$ cat src/rtl/mc_pkg.sv
// Shared types and encodings for the multicycle controller: FSM states,
// opcode/funct field values and ALU operation codes.
package mc_pkg;

  typedef enum logic [3:0] {
    S_FETCH,
    S_DECODE,
    S_MEMADR,
    S_MEMRD,
    S_MEMWB,
    S_MEMWR,
    S_EXECUTE,
    S_ALUWB,
    S_BRANCH,
    S_ADDIEXEC,
    S_ADDIWB,
    S_JUMP,
    S_IMMEXEC
  } state_t;

  localparam logic [5:0] OP_RTYPE = 6'b000000;
  localparam logic [5:0] OP_J     = 6'b000010;
  localparam logic [5:0] OP_BEQ   = 6'b000100;
  localparam logic [5:0] OP_ADDI  = 6'b001000;
  localparam logic [5:0] OP_ANDI  = 6'b001100;
  localparam logic [5:0] OP_ORI   = 6'b001101;
  localparam logic [5:0] OP_LW    = 6'b100011;
  localparam logic [5:0] OP_SW    = 6'b101011;

  localparam logic [5:0] FUNCT_ADD = 6'b100000;
  localparam logic [5:0] FUNCT_SUB = 6'b100010;
  localparam logic [5:0] FUNCT_AND = 6'b100100;
  localparam logic [5:0] FUNCT_OR  = 6'b100101;
  localparam logic [5:0] FUNCT_SLT = 6'b101010;

  localparam logic [2:0] ALU_AND = 3'b000;
  localparam logic [2:0] ALU_OR  = 3'b001;
  localparam logic [2:0] ALU_ADD = 3'b010;
  localparam logic [2:0] ALU_SUB = 3'b110;
  localparam logic [2:0] ALU_SLT = 3'b111;

endpackage

$ cat src/rtl/multicycle_ctrl_aludec.sv
// R-type funct decoder: maps the funct field to an ALU operation code.
module aludec
  import mc_pkg::*;
(
  input  logic [5:0] funct,
  output logic [2:0] alucontrol
);

  always_comb begin
    case (funct)
      FUNCT_ADD: alucontrol = ALU_ADD;
      FUNCT_SUB: alucontrol = ALU_SUB;
      FUNCT_AND: alucontrol = ALU_AND;
      FUNCT_OR:  alucontrol = ALU_OR;
      FUNCT_SLT: alucontrol = ALU_SLT;
      default:   alucontrol = ALU_ADD;
    endcase
  end

endmodule

$ cat src/rtl/multicycle_ctrl.sv
// Moore control FSM for a multicycle MIPS-style datapath.
// Build option: MULTICYCLE_IMM_LOGIC_EN adds andi/ori through IMMEXEC.
module multicycle_ctrl
  import mc_pkg::*;
(
  input  logic       clk,
  input  logic       reset,
  input  logic [5:0] op,
  input  logic [5:0] funct,
  input  logic       zero,
  output logic       pcen,
  output logic       irwrite,
  output logic       memwrite,
  output logic       regwrite,
  output logic       iord,
  output logic       memtoreg,
  output logic       regdst,
  output logic       alusrca,
  output logic [1:0] alusrcb,
  output logic [1:0] pcsrc,
  output logic [2:0] alucontrol
);

  state_t     r_state;
  state_t     w_state;
  logic       w_pcwrite;
  logic       w_branch;
  logic       w_irwrite;
  logic       w_memwrite;
  logic       w_regwrite;
  logic [2:0] w_funct_alu;

  aludec u_aludec (
    .funct      (funct),
    .alucontrol (w_funct_alu)
  );

  always_ff @(posedge clk) begin
    if (reset) begin
      r_state <= S_FETCH;
    end else begin
      case (r_state)
        S_FETCH:  r_state <= S_DECODE;
        S_DECODE: begin
          case (op)
            OP_LW, OP_SW: r_state <= S_MEMADR;
            OP_RTYPE:     r_state <= S_EXECUTE;
            OP_BEQ:       r_state <= S_BRANCH;
            OP_ADDI:      r_state <= S_ADDIEXEC;
            OP_J:         r_state <= S_JUMP;
`ifdef MULTICYCLE_IMM_LOGIC_EN
            OP_ANDI, OP_ORI: r_state <= S_IMMEXEC;
`endif
            default:      r_state <= S_FETCH;
          endcase
        end
        S_MEMADR:   r_state <= (op == OP_LW) ? S_MEMRD : S_MEMWR;
        S_MEMRD:    r_state <= S_MEMWB;
        S_EXECUTE:  r_state <= S_ALUWB;
        S_ADDIEXEC: r_state <= S_ADDIWB;
        S_IMMEXEC:  r_state <= S_ADDIWB;
        default:    r_state <= S_FETCH;
      endcase
    end
  end

  // While reset is held the outputs show the FETCH decode with all strobes off.
  always_comb begin
    w_state    = reset ? S_FETCH : r_state;
    w_pcwrite  = 1'b0;
    w_branch   = 1'b0;
    w_irwrite  = 1'b0;
    w_memwrite = 1'b0;
    w_regwrite = 1'b0;
    iord       = 1'b0;
    memtoreg   = 1'b0;
    regdst     = 1'b0;
    alusrca    = 1'b0;
    alusrcb    = 2'b00;
    pcsrc      = 2'b00;
    alucontrol = ALU_AND;
    case (w_state)
      S_FETCH: begin
        alusrcb    = 2'b01;
        alucontrol = ALU_ADD;
        w_irwrite  = 1'b1;
        w_pcwrite  = 1'b1;
      end
      S_DECODE: begin
        alusrcb    = 2'b11;
        alucontrol = ALU_ADD;
      end
      S_MEMADR, S_ADDIEXEC: begin
        alusrca    = 1'b1;
        alusrcb    = 2'b10;
        alucontrol = ALU_ADD;
      end
      S_MEMRD: iord = 1'b1;
      S_MEMWB: begin
        memtoreg   = 1'b1;
        w_regwrite = 1'b1;
      end
      S_MEMWR: begin
        iord       = 1'b1;
        w_memwrite = 1'b1;
      end
      S_EXECUTE: begin
        alusrca    = 1'b1;
        alucontrol = w_funct_alu;
      end
      S_ALUWB: begin
        regdst     = 1'b1;
        w_regwrite = 1'b1;
      end
      S_BRANCH: begin
        alusrca    = 1'b1;
        alucontrol = ALU_SUB;
        pcsrc      = 2'b01;
        w_branch   = 1'b1;
      end
      S_ADDIWB: w_regwrite = 1'b1;
      S_JUMP: begin
        pcsrc     = 2'b10;
        w_pcwrite = 1'b1;
      end
      S_IMMEXEC: begin
        alusrca    = 1'b1;
        alusrcb    = 2'b10;
        alucontrol = (op == OP_ORI) ? ALU_OR : ALU_AND;
      end
      default: ;
    endcase
  end

  assign pcen     = (w_pcwrite | (w_branch & zero)) & ~reset;
  assign irwrite  = w_irwrite  & ~reset;
  assign memwrite = w_memwrite & ~reset;
  assign regwrite = w_regwrite & ~reset;

endmodule

$ cat config.mk
export PLATFORM = sky130hd
export DESIGN_NAME = multicycle_ctrl
export DESIGN_NICKNAME = d
export VERILOG_FILES = /design/src/rtl/mc_pkg.sv /design/src/rtl/multicycle_ctrl_aludec.sv /design/src/rtl/multicycle_ctrl.sv
export SDC_FILE = /design/constraint.sdc
export NUM_CORES = 1
export LEC_CHECK = 0
export BUFFER_PORTS_ARGS = -buffer_cell sky130_fd_sc_hd__buf_4
export CORE_MARGIN = 5
export CORE_UTILIZATION = 45
export CTS_CLUSTER_DIAMETER = 50
export DETAILED_ROUTE_END_ITERATION = 6
export PLACE_DENSITY_LB_ADDON = 0.08
export RECOVER_POWER = 100
export SYNTH_ARGS = -nofsm -noshare
export SYNTH_HDL_FRONTEND = slang
export SYNTH_SLANG_ARGS = --single-unit
export TNS_END_PERCENT = 30
$ cat constraint.sdc
create_clock -name clk -period 2.1 [get_ports clk]
set_clock_uncertainty 0.15 [all_clocks]
set_input_delay 0.315 -clock clk [delete_from_list [all_inputs] [get_ports clk]]
set_output_delay 0.315 -clock clk [all_outputs]
set_load 0.02 [all_outputs]
### After elaboration in Yosys (flattened, before gate mapping)

Index checks and enable logic that the tools add are counted.

| word-level totals | value |
|---|---|
| input port bits | 15 |
| logic and storage cells | 65 |
| output and inout bits | 15 |
| flip-flop bits (word level) | 4 |

| cells by class | value |
|---|---|
| multiplexer cells | 18 |
| reductions and logical operators | 11 |
| bitwise logic cells | 7 |
| equal/unequal tests | 28 |

Operators with widths:

| kind | count |
|---|---|
| == test 6 bit, second input constant | 6 |
| == test 4 bit, second input constant | 7 |
| one-hot mux 3 bit (4 select lines) | 2 |
| one-hot mux 4 bit (6 select lines) | 1 |
| == test 4 x 3 -> 1 bit, second input constant | 5 |
| one-hot mux 4 bit (5 select lines) | 1 |
| == test 4 x 2 -> 1 bit, second input constant | 4 |
| == test 6 x 4 -> 1 bit, second input constant | 2 |
| two-way mux 1 bit | 10 |
| == test 4 x 1 -> 1 bit, second input constant | 2 |
| zero test 4 bit | 2 |
| OR reduction 2 bit | 4 |
| == test 6 x 2 -> 1 bit, second input constant | 1 |
| == test 6 x 3 -> 1 bit, second input constant | 1 |
| zero test 6 bit | 1 |
| one-hot mux 2 bit (3 select lines) | 1 |
| OR reduction 3 bit | 2 |
| AND 1 bit | 5 |
| OR reduction 5 bit | 1 |
| two-way mux 4 bit | 1 |
| one-hot mux 2 bit (2 select lines) | 1 |
| OR reduction 4 bit | 1 |
| two-way mux 3 bit | 1 |
| NOT 1 bit | 1 |
| bitwise OR 1 bit | 1 |

### Depth between registers and ports, before layout

Gate-level depths: netlist of the first run.

| logic depth | value |
|---|---|
| depth in word-level cells | 6 |
| depth in mapped cells | 5 |
| mapped depth without buffers | 4 |

### Hierarchy

A second synthesis of the first run with hierarchy kept.

| unflattened totals | value |
|---|---|
| cells, all modules | 97 |
| area, all modules | 683.2 um2 |

Modules (own cells, without submodules):

| module | cells each | area an instance (um2) | times used | seq. area each (um2) |
|---|---|---|---|---|
| multicycle_ctrl | 90 | 623.1 | 1 | 80.1 |
| aludec | 7 | 60.1 | 1 | 0.0 |

### Least setup slack after synthesis of the first run

Ideal clock, no wire load.

| timing path | value |
|---|---|
| kind | reg2out |
| from | reg r_state[0] |
| to | out pcsrc[0] |
| slack | 150 ps |
| data required time | 1635 ps |
| data arrival time | 1485 ps |
| path buffers | 2 |
| cell stages (with the launch flop) | 5 |
| cell sequence | dfxtp_1 > buf_6 > buf_2 > nor2_1 > nor4b_1 |

| between the ends | value |
|---|---|
| longest elaborated chain between the ends | 3 |
| elaborated cells between the ends (all ways) | 4 |
| classes of those cells | eq/ne (2); mux (2) |

RTL lines:

| item | line | source |
|---|---|---|
| start: declaration | multicycle_ctrl.sv:24 | `state_t r_state;` |
| start signal: assignment | multicycle_ctrl.sv:57 | `S_MEMADR: r_state <= (op == OP_LW) ? S_MEMRD : S_MEMWR;` |
| two-way mux 4 bit (*) | multicycle_ctrl.sv:69 | `w_state = reset ? S_FETCH : r_state;` |
| == test 4 bit | multicycle_ctrl.sv:82 | `case (w_state)` |
| one-hot mux 2 bit (2 select lines) (*) | multicycle_ctrl.sv:82 |  |
| end: declaration | multicycle_ctrl.sv:20 | `output logic [1:0] pcsrc,` |

Mark *: on every way between the ends. The rest lies on a longest branch, timed or not.

### Final worst setup path of the first run

| timing path | value |
|---|---|
| from | reg r_state[3] |
| to | out alucontrol[0] |

| between the ends | value |
|---|---|
| longest elaborated chain between the ends | 4 |
| elaborated cells between the ends (all ways) | 10 |
| classes of those cells | eq/ne (6); mux (2); reduce/logical (2) |

RTL lines:

| item | line | source |
|---|---|---|
| two-way mux 4 bit (*) | multicycle_ctrl.sv:69 |  |
| == test 4 x 2 -> 1 bit, or another cell as far along | multicycle_ctrl.sv:82 |  |
| OR reduction 4 bit (no line) | n/a |  |
| one-hot mux 3 bit (4 select lines) (*) | multicycle_ctrl.sv:82 |  |
| end: declaration | multicycle_ctrl.sv:21 | `output logic [2:0] alucontrol` |

Marks and branches as above.

==> results of run 1 <==
[metal layers]
layer	GRT usage	vias to the layer above	wire length, µm
met5	0	-	0
met4	0.04839	0	0
met3	0.03690	0	92
met2	0.3281	31	948
met1	0.2237	358	800
li1	-	396	-
[cells in the final DEF (no fill, tap or decap), drive strengths merged, types with 2 or more instances in the layout]
cell | Yosys | final
inv | 4 | 4
nand3 | 4 | 4
a32oi | 2 | 2
nor3b | 2 | 2
a22oi | 2 | 2
or4 | 2 | 2
buf | 7 | 22
or2 | 2 | 2
nor2b | 3 | 3
dfxtp | 4 | 4
nand4b | 2 | 2
o32ai | 2 | 2
nand2 | 5 | 5
xnor2 | 2 | 2
o21ai | 8 | 8
nor3 | 5 | 5
nor2 | 15 | 15
xor2 | 2 | 2
nor4b | 2 | 2
and2 | 2 | 2
a21oi | 3 | 3
clkbuf | 2 | 14
[cell families after synthesis]
kind of cell | synth area share
flip-flops | 0.1221
buffers and inverters | 0.1107
multiplexers | 0.01527
AO/OA/AOI/OAI | 0.2405
AND/OR/NAND/NOR | 0.4580
XOR/XNOR | 0.05344
[final timing paths]
kind,slack (ns),from,endpoint,depth (start not counted)
worst max-delay path,0.05,r_state[3],alucontrol[0],4
worst max register to register,0.38,r_state[2],r_state[2],5
worst min-delay path,0.28,op[1],r_state[2],3
worst min register to register,0.58,r_state[1],r_state[2],3
[critical path: cells and delay by family (launching register included)]
| kind | cells | cell delay [ns] |
|---|---|---|
| compound gates | 1 | 0.09 |
| buf+inv | 1 | 0.17 |
| flops | 1 | 0.30 |
| simple gates | 2 | 0.79 |
[cell type report]
| cell class | count | area, µm² |
|---|---|---|
| Clock buffer | 3 | 22.52 |
| Fill cell | 133 | 484.2 |
| Inverter | 4 | 15.01 |
| Multi-Input combinational cell | 77 | 499.2 |
| Sequential cell | 4 | 81.33 |
| Tap cell | 15 | 18.77 |
| Timing Repair Buffer | 33 | 212.7 |
[power by group through the flow]
stage / clock network, mW / registers, mW / logic, mW
2_1_floorplan: 0 / 0.0808 / 0.0638
3_3_place_gp: 0 / 0.0817 / 0.102
3_5_place_dp: 0 / 0.0819 / 0.104
4_1_cts: 0.0941 / 0.0808 / 0.105
5_1_grt: 0.100 / 0.0811 / 0.112
6_report: 0.0932 / 0.0808 / 0.102
==> summary.txt, run 1 <==
Commonest cells post-synth -> nor2_1, o21ai_0, nand2_1
Via density -> 5.772
Critical path arrival -> 1.58 ns
GPL Wtd Cong -> 0.8124
Final setup fails -> 0
Vert. Die Dim -> 48.17 µm
Data required, critical path -> 1.63 ns
Hold Vio Cnt, Final -> 0
Pwr/cell area -> 324.3 mW/mm²
Clk root buf -> clkbuf_4
Synth unique cells -> 42
# diodes -> 0
Core Util, Final -> 0.6370
Reg power frac -> 0.293
Combinational share of power -> 0.368
Fmax -> 488.0 MHz
Worst Hold Class -> in2reg
RSZ-0062 raised after global routing -> no
Fin cells -> 136
Synth area leaders -> dfxtp_1, nor2_1, o21ai_0
Net count, final -> 138
Post-synth top area share -> 0.1221
Pin count of the biggest net entering global routing -> 16
Router iterations before antenna repair -> 4
Skew-Pair Late Insertion Delay -> 0.23 ns
Dpl cell area -> 864.6 µm²
Drt total wl -> 1841 µm
Site row count -> 13
Synthesized area per cell -> 6.975 µm²
Fraction of registers with async set/reset -> 0
DP Cell Count -> 133
GRT overflow -> 0
Register area share after synthesis -> 0.1221
Relative slew slack -> 0.7775
Synth Net Count -> 109
CTS Hold Bufs -> 0
Residual DRC count -> 0
Initial antenna violation count -> 0
Critical Path End Type -> primary output
Final instance area -> 849.6 µm²
H-Tree Depth -> 1
Most used DFF post-synth -> dfxtp_1
TritonCTS clock tree -> built
Die footprint -> 0.002320 mm²
Clock power share -> 0.338
Status -> complete, no violations
Total Power -> 0.2756 mW
CP max stage cell -> or4_4
Setup Crit Path Kind -> reg2out
Most frequent cell after synthesis -> nor2_1
Number of CTS-inserted buffers -> 3
Setup slack after layout -> 0.05087 ns
Most flop-heavy register -> r_state
Initial DRC count -> 37
Vias in the first global route -> 738
Synth area leader -> dfxtp_1
Core area -> 0.001334 mm²
Clock sink count -> 4
WL per Instance -> 13.54 µm
CP Launch Type -> flop
Max Transition Viols Final -> 0
Maximum VDD drop -> 0.1178 mV
Max reg flops -> 4
Share of cells above drive strength 1 -> 0.3140
Boundary pin count -> 30
Remaining antenna violation count -> 0
PortBufs -> 29
Synth Instances -> 94
Pint -> 0.1891 mW
Post-CTS sizing -> 0
Syn. warnings -> 0
Worst hold slack -> 0.2772 ns
Clk buf depth -> 2
CP cell instances -> or2_4, or4_4, o21ai_0, buf_4
Die Wd -> 48.17 µm
Slew @ Worst Pin -> 0.3327 ns
Post-DP HPWL -> 1474 µm
Static Leakage -> 0.3379 nW
Tcrit/Tclk final -> 0.9758
Crit path largest cell delay -> 0.51 ns
Post-CTS setup buffer count -> 0
Psw -> 0.08647 mW
Sw frac -> 0.3138
Minimum clock period -> 2.049 ns
Max Cap Viol -> 0
Regs by FF count -> r_state: 4 flops
TNS Setup -> 0 ns
Post-synth EDFFs -> 0
Post-synthesis register bit count -> 4
Starting density of the core -> 0.4916
First-pass GRT wire length -> 3049 µm
Vias -> 785
Post-synthesis cell area -> 655.6 µm²
Syn-to-layout area delta -> 29.58%
GRT Util Overall -> 0.1847
Setup WS pre-CTS -> 0.1242 ns
CTS clk-pin slew, worst paths -> 0.04 ns
Critical Path Fanout Max -> 5
(Power assumes the default switching activity.)
==> inputs of run 2 (changes only) <==
--- a/config.mk
+++ b/config.mk
@@ -5,6 +5,7 @@
 export SDC_FILE = /design/constraint.sdc
 export NUM_CORES = 1
 export LEC_CHECK = 0
+export ABC_AREA = 1
 export BUFFER_PORTS_ARGS = -buffer_cell sky130_fd_sc_hd__buf_4
 export CORE_MARGIN = 5
 export CORE_UTILIZATION = 45
==> summary.txt, run 2 <==
Status -> complete, no violations
Net count, final -> 173 (+25%)
WL per Instance -> 10.52 µm (-22%)
Data required, critical path -> 1.63 ns (about the same)
Regs by FF count -> r_state: 4 flops
GPL Wtd Cong -> 0.8661 (+6.6%)
GRT overflow -> 0 (unchanged)
Static Leakage -> 0.4846 nW (+43%)
Clk root buf -> clkbuf_4
CTS Hold Bufs -> 0 (unchanged)
Vias -> 864 (+10%)
Drt total wl -> 1799 µm (-2.3%)
Pwr/cell area -> 314.4 mW/mm² (-3.1%)
CTS clk-pin slew, worst paths -> 0.04 ns (about the same)
Post-CTS sizing -> 0 (unchanged)
Fraction of registers with async set/reset -> 0 (unchanged)
Post-CTS setup buffer count -> 0 (unchanged)
Core area -> 0.001334 mm² (unchanged)
Initial antenna violation count -> 0 (unchanged)
Maximum VDD drop -> 0.2449 mV (+110%)
Post-synthesis cell area -> 646.9 µm² (-1.3%)
Hold Vio Cnt, Final -> 0 (unchanged)
Tcrit/Tclk final -> 0.9336 (-0.04215)
Residual DRC count -> 0 (unchanged)
TNS Setup -> 0 ns (unchanged)
Final setup fails -> 0 (unchanged)
CP cell instances -> nor2_2, inv_1, nor2_4, nand2_1, a31oi_1, clkbuf_2
Skew-Pair Late Insertion Delay -> 0.23 ns (about the same)
Syn-to-layout area delta -> 33.08%
Most frequent cells in the layout -> nand2_1, nor2_1, inv_1
Fmax -> 510.0 MHz (+4.5%)
Slew @ Worst Pin -> 0.3352 ns (+0.002542 ns)
Setup slack after layout -> 0.1394 ns (+0.08851 ns)
Most frequent cell after synthesis -> nand2_1
First-pass GRT wire length -> 2815 µm (-7.7%)
Die Wd -> 47.92 µm (-0.53%)
# diodes -> 0 (unchanged)
Synthesized area per cell -> 5.175 µm² (-26%)
Post-DP HPWL -> 1533 µm (+4.0%)
Share of cells above drive strength 1 -> 0.2564 (-0.05764)
TritonCTS clock tree -> built
Critical path arrival -> 1.50 ns (-0.08 ns)
Synth area leaders -> nand2_1, nor2_1, dfxtp_1
Clk buf depth -> 2 (unchanged)
Relative slew slack -> 0.7762 (-0.001314)
Synth unique cells -> 24 (-43%)
Clock sink count -> 4 (unchanged)
Max Transition Viols Final -> 0 (unchanged)
Site row count -> 13 (unchanged)
Critical Path End Type -> primary output
Max reg flops -> 4 (unchanged)
Die footprint -> 0.002296 mm² (-1.1%)
Minimum clock period -> 1.961 ns (-0.08851 ns)
RSZ-0062 raised after global routing -> no
Boundary pin count -> 30 (unchanged)
Post-synth top area share -> 0.1625 (+0.04034)
Commonest non-fill, non-tap cell in the layout -> nand2_1
Vias in the first global route -> 739 (+0.14%)
Starting density of the core -> 0.4850 (-0.006567)
Critical Path Fanout Max -> 6 (+1)
Remaining antenna violation count -> 0 (unchanged)
Via density -> 5.053 (-12%)
Crit path largest cell delay -> 0.39 ns (-0.12 ns)
Synth area leader -> nand2_1
CP max stage cell -> dfxtp_1
Syn. warnings -> 0 (unchanged)
Initial DRC count -> 19 (-49%)
Commonest cells post-synth -> nand2_1, nor2_1, inv_1
Number of CTS-inserted buffers -> 3 (unchanged)
Max Cap Viol -> 0 (unchanged)
Synth Instances -> 125 (+33%)
Fin cells -> 171 (+26%)
Worst hold slack -> 0.1689 ns (-0.1083 ns)
DP Cell Count -> 168 (+26%)
Post-synthesis register bit count -> 4 (unchanged)
Synth Net Count -> 140 (+28%)
CP Launch Type -> flop
Post-synth EDFFs -> 0 (unchanged)
Setup Crit Path Kind -> reg2out
Most used DFF post-synth -> dfxtp_1
H-Tree Depth -> 1 (unchanged)
GRT Util Overall -> 0.1621 (-0.02260)
Most flop-heavy register -> r_state
Vert. Die Dim -> 47.92 µm (-0.53%)
Router iterations before antenna repair -> 4 (unchanged)
Worst Hold Class -> in2reg
Register area share after synthesis -> 0.1238 (+0.001654)
PortBufs -> 29 (unchanged)
Setup WS pre-CTS -> 0.3713 ns (+0.2471 ns)
Pin count of the biggest net entering global routing -> 9 (-7)
run 2: changes by cell type after synthesis, moves of 3 or more:
cell     delta
nor3_1      -3
inv_1      +17
nor2_2      +6
buf_2       -4
nor2_1     +12
nor2b_1     -3
nand3_1     +6
nand2_1    +23
inv_2       +4
run 2: cell type report:
class,instances,area (µm²)
sequential,4,80.08
fill,165,473.0
clock buffer,3,22.52
inverter,25,93.84
tap,15,18.77
timing repair buffer,29,186.4
multi-input combinational,95,459.2
run 2: logic make-up after synthesis:
| logic type | Yosys count | synth area share |
|---|---|---|
| flops | 4 | 0.1238 |
| simple gates | 80 | 0.5687 |
| compound gates | 14 | 0.1315 |
| xor+xnor | 1 | 0.01354 |
| buf+inv | 26 | 0.1625 |
run 2: worst max-delay path: cells and delay by family, from the launching register on:
kind                   cells  cell delay [ns]
buffers and inverters      2             0.31
flip-flops                 1             0.39
AO/OA/AOI/OAI              1             0.12
AND/OR/NAND/NOR            3             0.45
run 2: where the power goes:
part           leakage (nW)  total [mW]  internal (mW)  switching, mW
sequential           0.0326      0.0830         0.0789        0.00411
clock                0.0138      0.0905         0.0636         0.0269
combinational         0.438      0.0972         0.0376         0.0596
run 2: through the flow:
stage                     instance area (µm²)  power (mW)  utilization
after floorplan                         646.9      0.1436            -
after global placement                  872.1      0.1841       0.6538
after detailed placement                872.1      0.1868       0.6538
after CTS                               894.6      0.2803       0.6707
after global routing                    860.8      0.2907       0.6454
final                                   860.8      0.2707       0.6454
run 2: routing by layer:
| metal | global-route usage | vias to the layer above | wire length, µm |
|---|---|---|---|
| li1 | - | 453 | - |
| met1 | 0.1934 | 386 | 762 |
| met2 | 0.3113 | 25 | 925 |
| met3 | 0.01128 | 0 | 111 |
| met4 | 0.03226 | 0 | 0 |
| met5 | 0 | - | 0 |
run 2: path summary, 6_finish.rpt:
kind / cells after the start / startpoint / endpoint / slack (ns)
worst min-delay path: 2 / reset / r_state[3] / 0.17
worst max register to register: 6 / r_state[0] / r_state[3] / 0.71
worst max-delay path: 6 / r_state[1] / pcen / 0.14
worst min register to register: 3 / r_state[3] / r_state[0] / 0.56
==> inputs of run 3 (changes only) <==
--- a/config.mk
+++ b/config.mk
@@ -8,11 +8,12 @@
 export ABC_AREA = 1
 export BUFFER_PORTS_ARGS = -buffer_cell sky130_fd_sc_hd__buf_4
 export CORE_MARGIN = 5
-export CORE_UTILIZATION = 45
+export CORE_UTILIZATION = 40
 export CTS_CLUSTER_DIAMETER = 50
 export DETAILED_ROUTE_END_ITERATION = 6
 export PLACE_DENSITY_LB_ADDON = 0.08
 export RECOVER_POWER = 100
+export SKIP_CTS_REPAIR_TIMING = 1
 export SYNTH_ARGS = -nofsm -noshare
 export SYNTH_HDL_FRONTEND = slang
 export SYNTH_SLANG_ARGS = --single-unit
==> summary.txt, run 3 (synthesis gave the netlist of run 2 again) <==
Critical Path End Type -> primary output
Crit Reg-Reg Startpoint -> r_state[0]
Max Transition Viols Final -> 0 (unchanged)
Register-to-Register Path Depth -> 6 (unchanged)
Vias in the first global route -> 774 (+4.7%)
Initial antenna violation count -> 0 (unchanged)
Vias -> 847 (-2.0%)
Worst Hold Class -> in2reg
Clk buf depth -> 2 (unchanged)
Clock power share -> 0.329 (-0.005)
WL per Instance -> 10.23 µm (-2.7%)
Critical path arrival -> 1.49 ns (about the same)
Worst hold slack -> 0.1707 ns (+0.001817 ns)
Hold Path Cell Cnt -> 2 (unchanged)
Final setup fails -> 0 (unchanged)
R2R Setup Slk -> 0.70 ns (about the same)
CP Launch Type -> flop
GPL Wtd Cong -> 0.8380 (-3.2%)
Residual DRC count -> 0 (unchanged)
Router iterations before antenna repair -> 4 (unchanged)
Critical Path Fanout Max -> 5 (-1)
Share of cells above drive strength 1 -> 0.2692 (+0.01282)
Max reg flops -> 4 (unchanged)
Relative slew slack -> 0.7647 (-0.01153)
Hold Vio Cnt, Final -> 0 (unchanged)
Status -> complete, no violations
TNS Setup -> 0 ns (unchanged)
Commonest non-fill, non-tap cell in the layout -> nand2_1
Via density -> 4.924 (-2.5%)
Maximum VDD drop -> 0.2739 mV (+12%)
Remaining antenna violation count -> 0 (unchanged)
Starting density of the core -> 0.4245 (-0.06052)
Syn-to-layout area delta -> 34.82%
Regs by FF count -> r_state: 4 flops
Fmax -> 512.1 MHz (+0.41%)
Pin count of the biggest net entering global routing -> 9 (unchanged)
Hold Path End -> r_state[0]
Skew-Pair Late Insertion Delay -> 0.23 ns (about the same)
Reg power frac -> 0.308 (about the same)
Minimum clock period -> 1.953 ns (-0.007961 ns)
Core area -> 0.001524 mm² (+14%)
Static Leakage -> 0.4913 nW (+1.4%)
Most flop-heavy register -> r_state
Tcrit/Tclk final -> 0.9298 (-0.003791)
Psw -> 0.08920 mW (-1.5%)
Pint -> 0.1821 mW (+1.1%)
Worst hold start -> reset
Data required, critical path -> 1.63 ns (about the same)
Clock sink count -> 4 (unchanged)
Number of CTS-inserted buffers -> 3 (unchanged)
FF-to-FF End -> r_state[3]
H-Tree Depth -> 1 (unchanged)
Max Cap Viol -> 0 (unchanged)
Combinational share of power -> 0.363 (+0.004)
# diodes -> 0 (unchanged)
TritonCTS clock tree -> built
GRT overflow -> 0 (unchanged)
Die footprint -> 0.002522 mm² (+9.8%)
Drt total wl -> 1760 µm (-2.2%)
Most frequent cells in the layout -> nand2_1, nor2_1, buf_4
First-pass GRT wire length -> 3042 µm (+8.1%)
GRT Util Overall -> 0.1458 (-0.01635)
Setup Crit Path Kind -> reg2out
Site row count -> 14 (+1)
RSZ-0062 raised after global routing -> no
CTS clk-pin slew, worst paths -> 0.03 ns (about the same)
Slew @ Worst Pin -> 0.3525 ns (+0.01727 ns)
PortBufs -> 29 (unchanged)
Sw frac -> 0.3288 (-0.005929)
Die Wd -> 50.22 µm (+4.8%)
Pwr/cell area -> 311.1 mW/mm² (-1.1%)
Net count, final -> 173 (unchanged)
Initial DRC count -> 13 (-6)
Boundary pin count -> 30 (unchanged)
Clk root buf -> clkbuf_4
Vert. Die Dim -> 50.22 µm (+4.8%)
Core Util, Final -> 0.5723 (-0.07315)
Post-DP HPWL -> 1495 µm (-2.4%)
==> run 3: cell types whose count changed in the layout (fill, tap and decap cells not counted) <==
cell	previous run	this run
nand2_2	1	0
buf_2	0	1
clkbuf_2	5	2
clkbuf_1	5	3
nand2_1	29	30
buf_4	19	23
inv_1	23	22
inv_2	2	3
==> run 3: power groups by stage <==
stage	clock network (mW)	registers (mW)	logic, mW
2_1_floorplan	0	0.0833	0.0603
3_3_place_gp	0	0.0845	0.101
3_5_place_dp	0	0.0847	0.102
4_1_cts	0.0947	0.0835	0.102
5_1_grt	0.103	0.0834	0.111
6_report	0.0893	0.0835	0.0985
==> run 3: how the worst max path moves through the flow <==
| stage | startpoint | endpoint | slack, ns | cells after the start |
|---|---|---|---|---|
| finish | r_state[3] | pcen | 0.15 | 7 |
| global placement | reset | pcen | 0.41 | 7 |
| floorplan | reset | regwrite | 0.32 | 6 |
| detailed placement | reset | regwrite | 0.39 | 9 |
| CTS | r_state[2] | alusrca | 0.17 | 7 |
| global route | r_state[2] | alusrca | 0.02 | 7 |
==> run 3: worst max-delay path, cell delays in order, from the launching register on <==
cell and delay [ns]:
dfxtp_1 0.42, inv_2 0.06, nor2_2 0.13, nand2_1 0.16, nor2_4 0.14, nand2_1 0.06, a31oi_1 0.13, buf_4 0.16
==> run 3: per-stage QoR <==
| step | setup slack, ns | power, mW | cell area (µm²) | cells |
|---|---|---|---|---|
| final | 0.1473 | 0.2713 | 872.1 | 172 |
| after global routing | 0.01948 | 0.2972 | 872.1 | 172 |
| after CTS | 0.1734 | 0.2804 | 895.9 | 172 |
| after detailed placement | 0.3929 | 0.1866 | 873.3 | 169 |
| after global placement | 0.4127 | 0.1854 | 873.3 | 169 |
| after floorplan | 0.3206 | 0.1436 | 646.9 | 125 |
==> run 3: layer usage <==
metal  track usage  part of all wire  vias up
met3       0.03846             0.069        0
met2        0.2322              0.49       21
li1              -                 -      452
met4       0.06114                 0        0
met1        0.1839              0.44      374
met5             0                 0        -
==> run 3: final cells by class <==
cell class / count / area [µm²]
Sequential cell: 4 / 80.08
Multi-Input combinational cell: 95 / 456.7
Fill cell: 177 / 651.9
Inverter: 25 / 93.84
Timing Repair Buffer: 29 / 198.9
Clock buffer: 3 / 22.52
Tap cell: 16 / 20.02
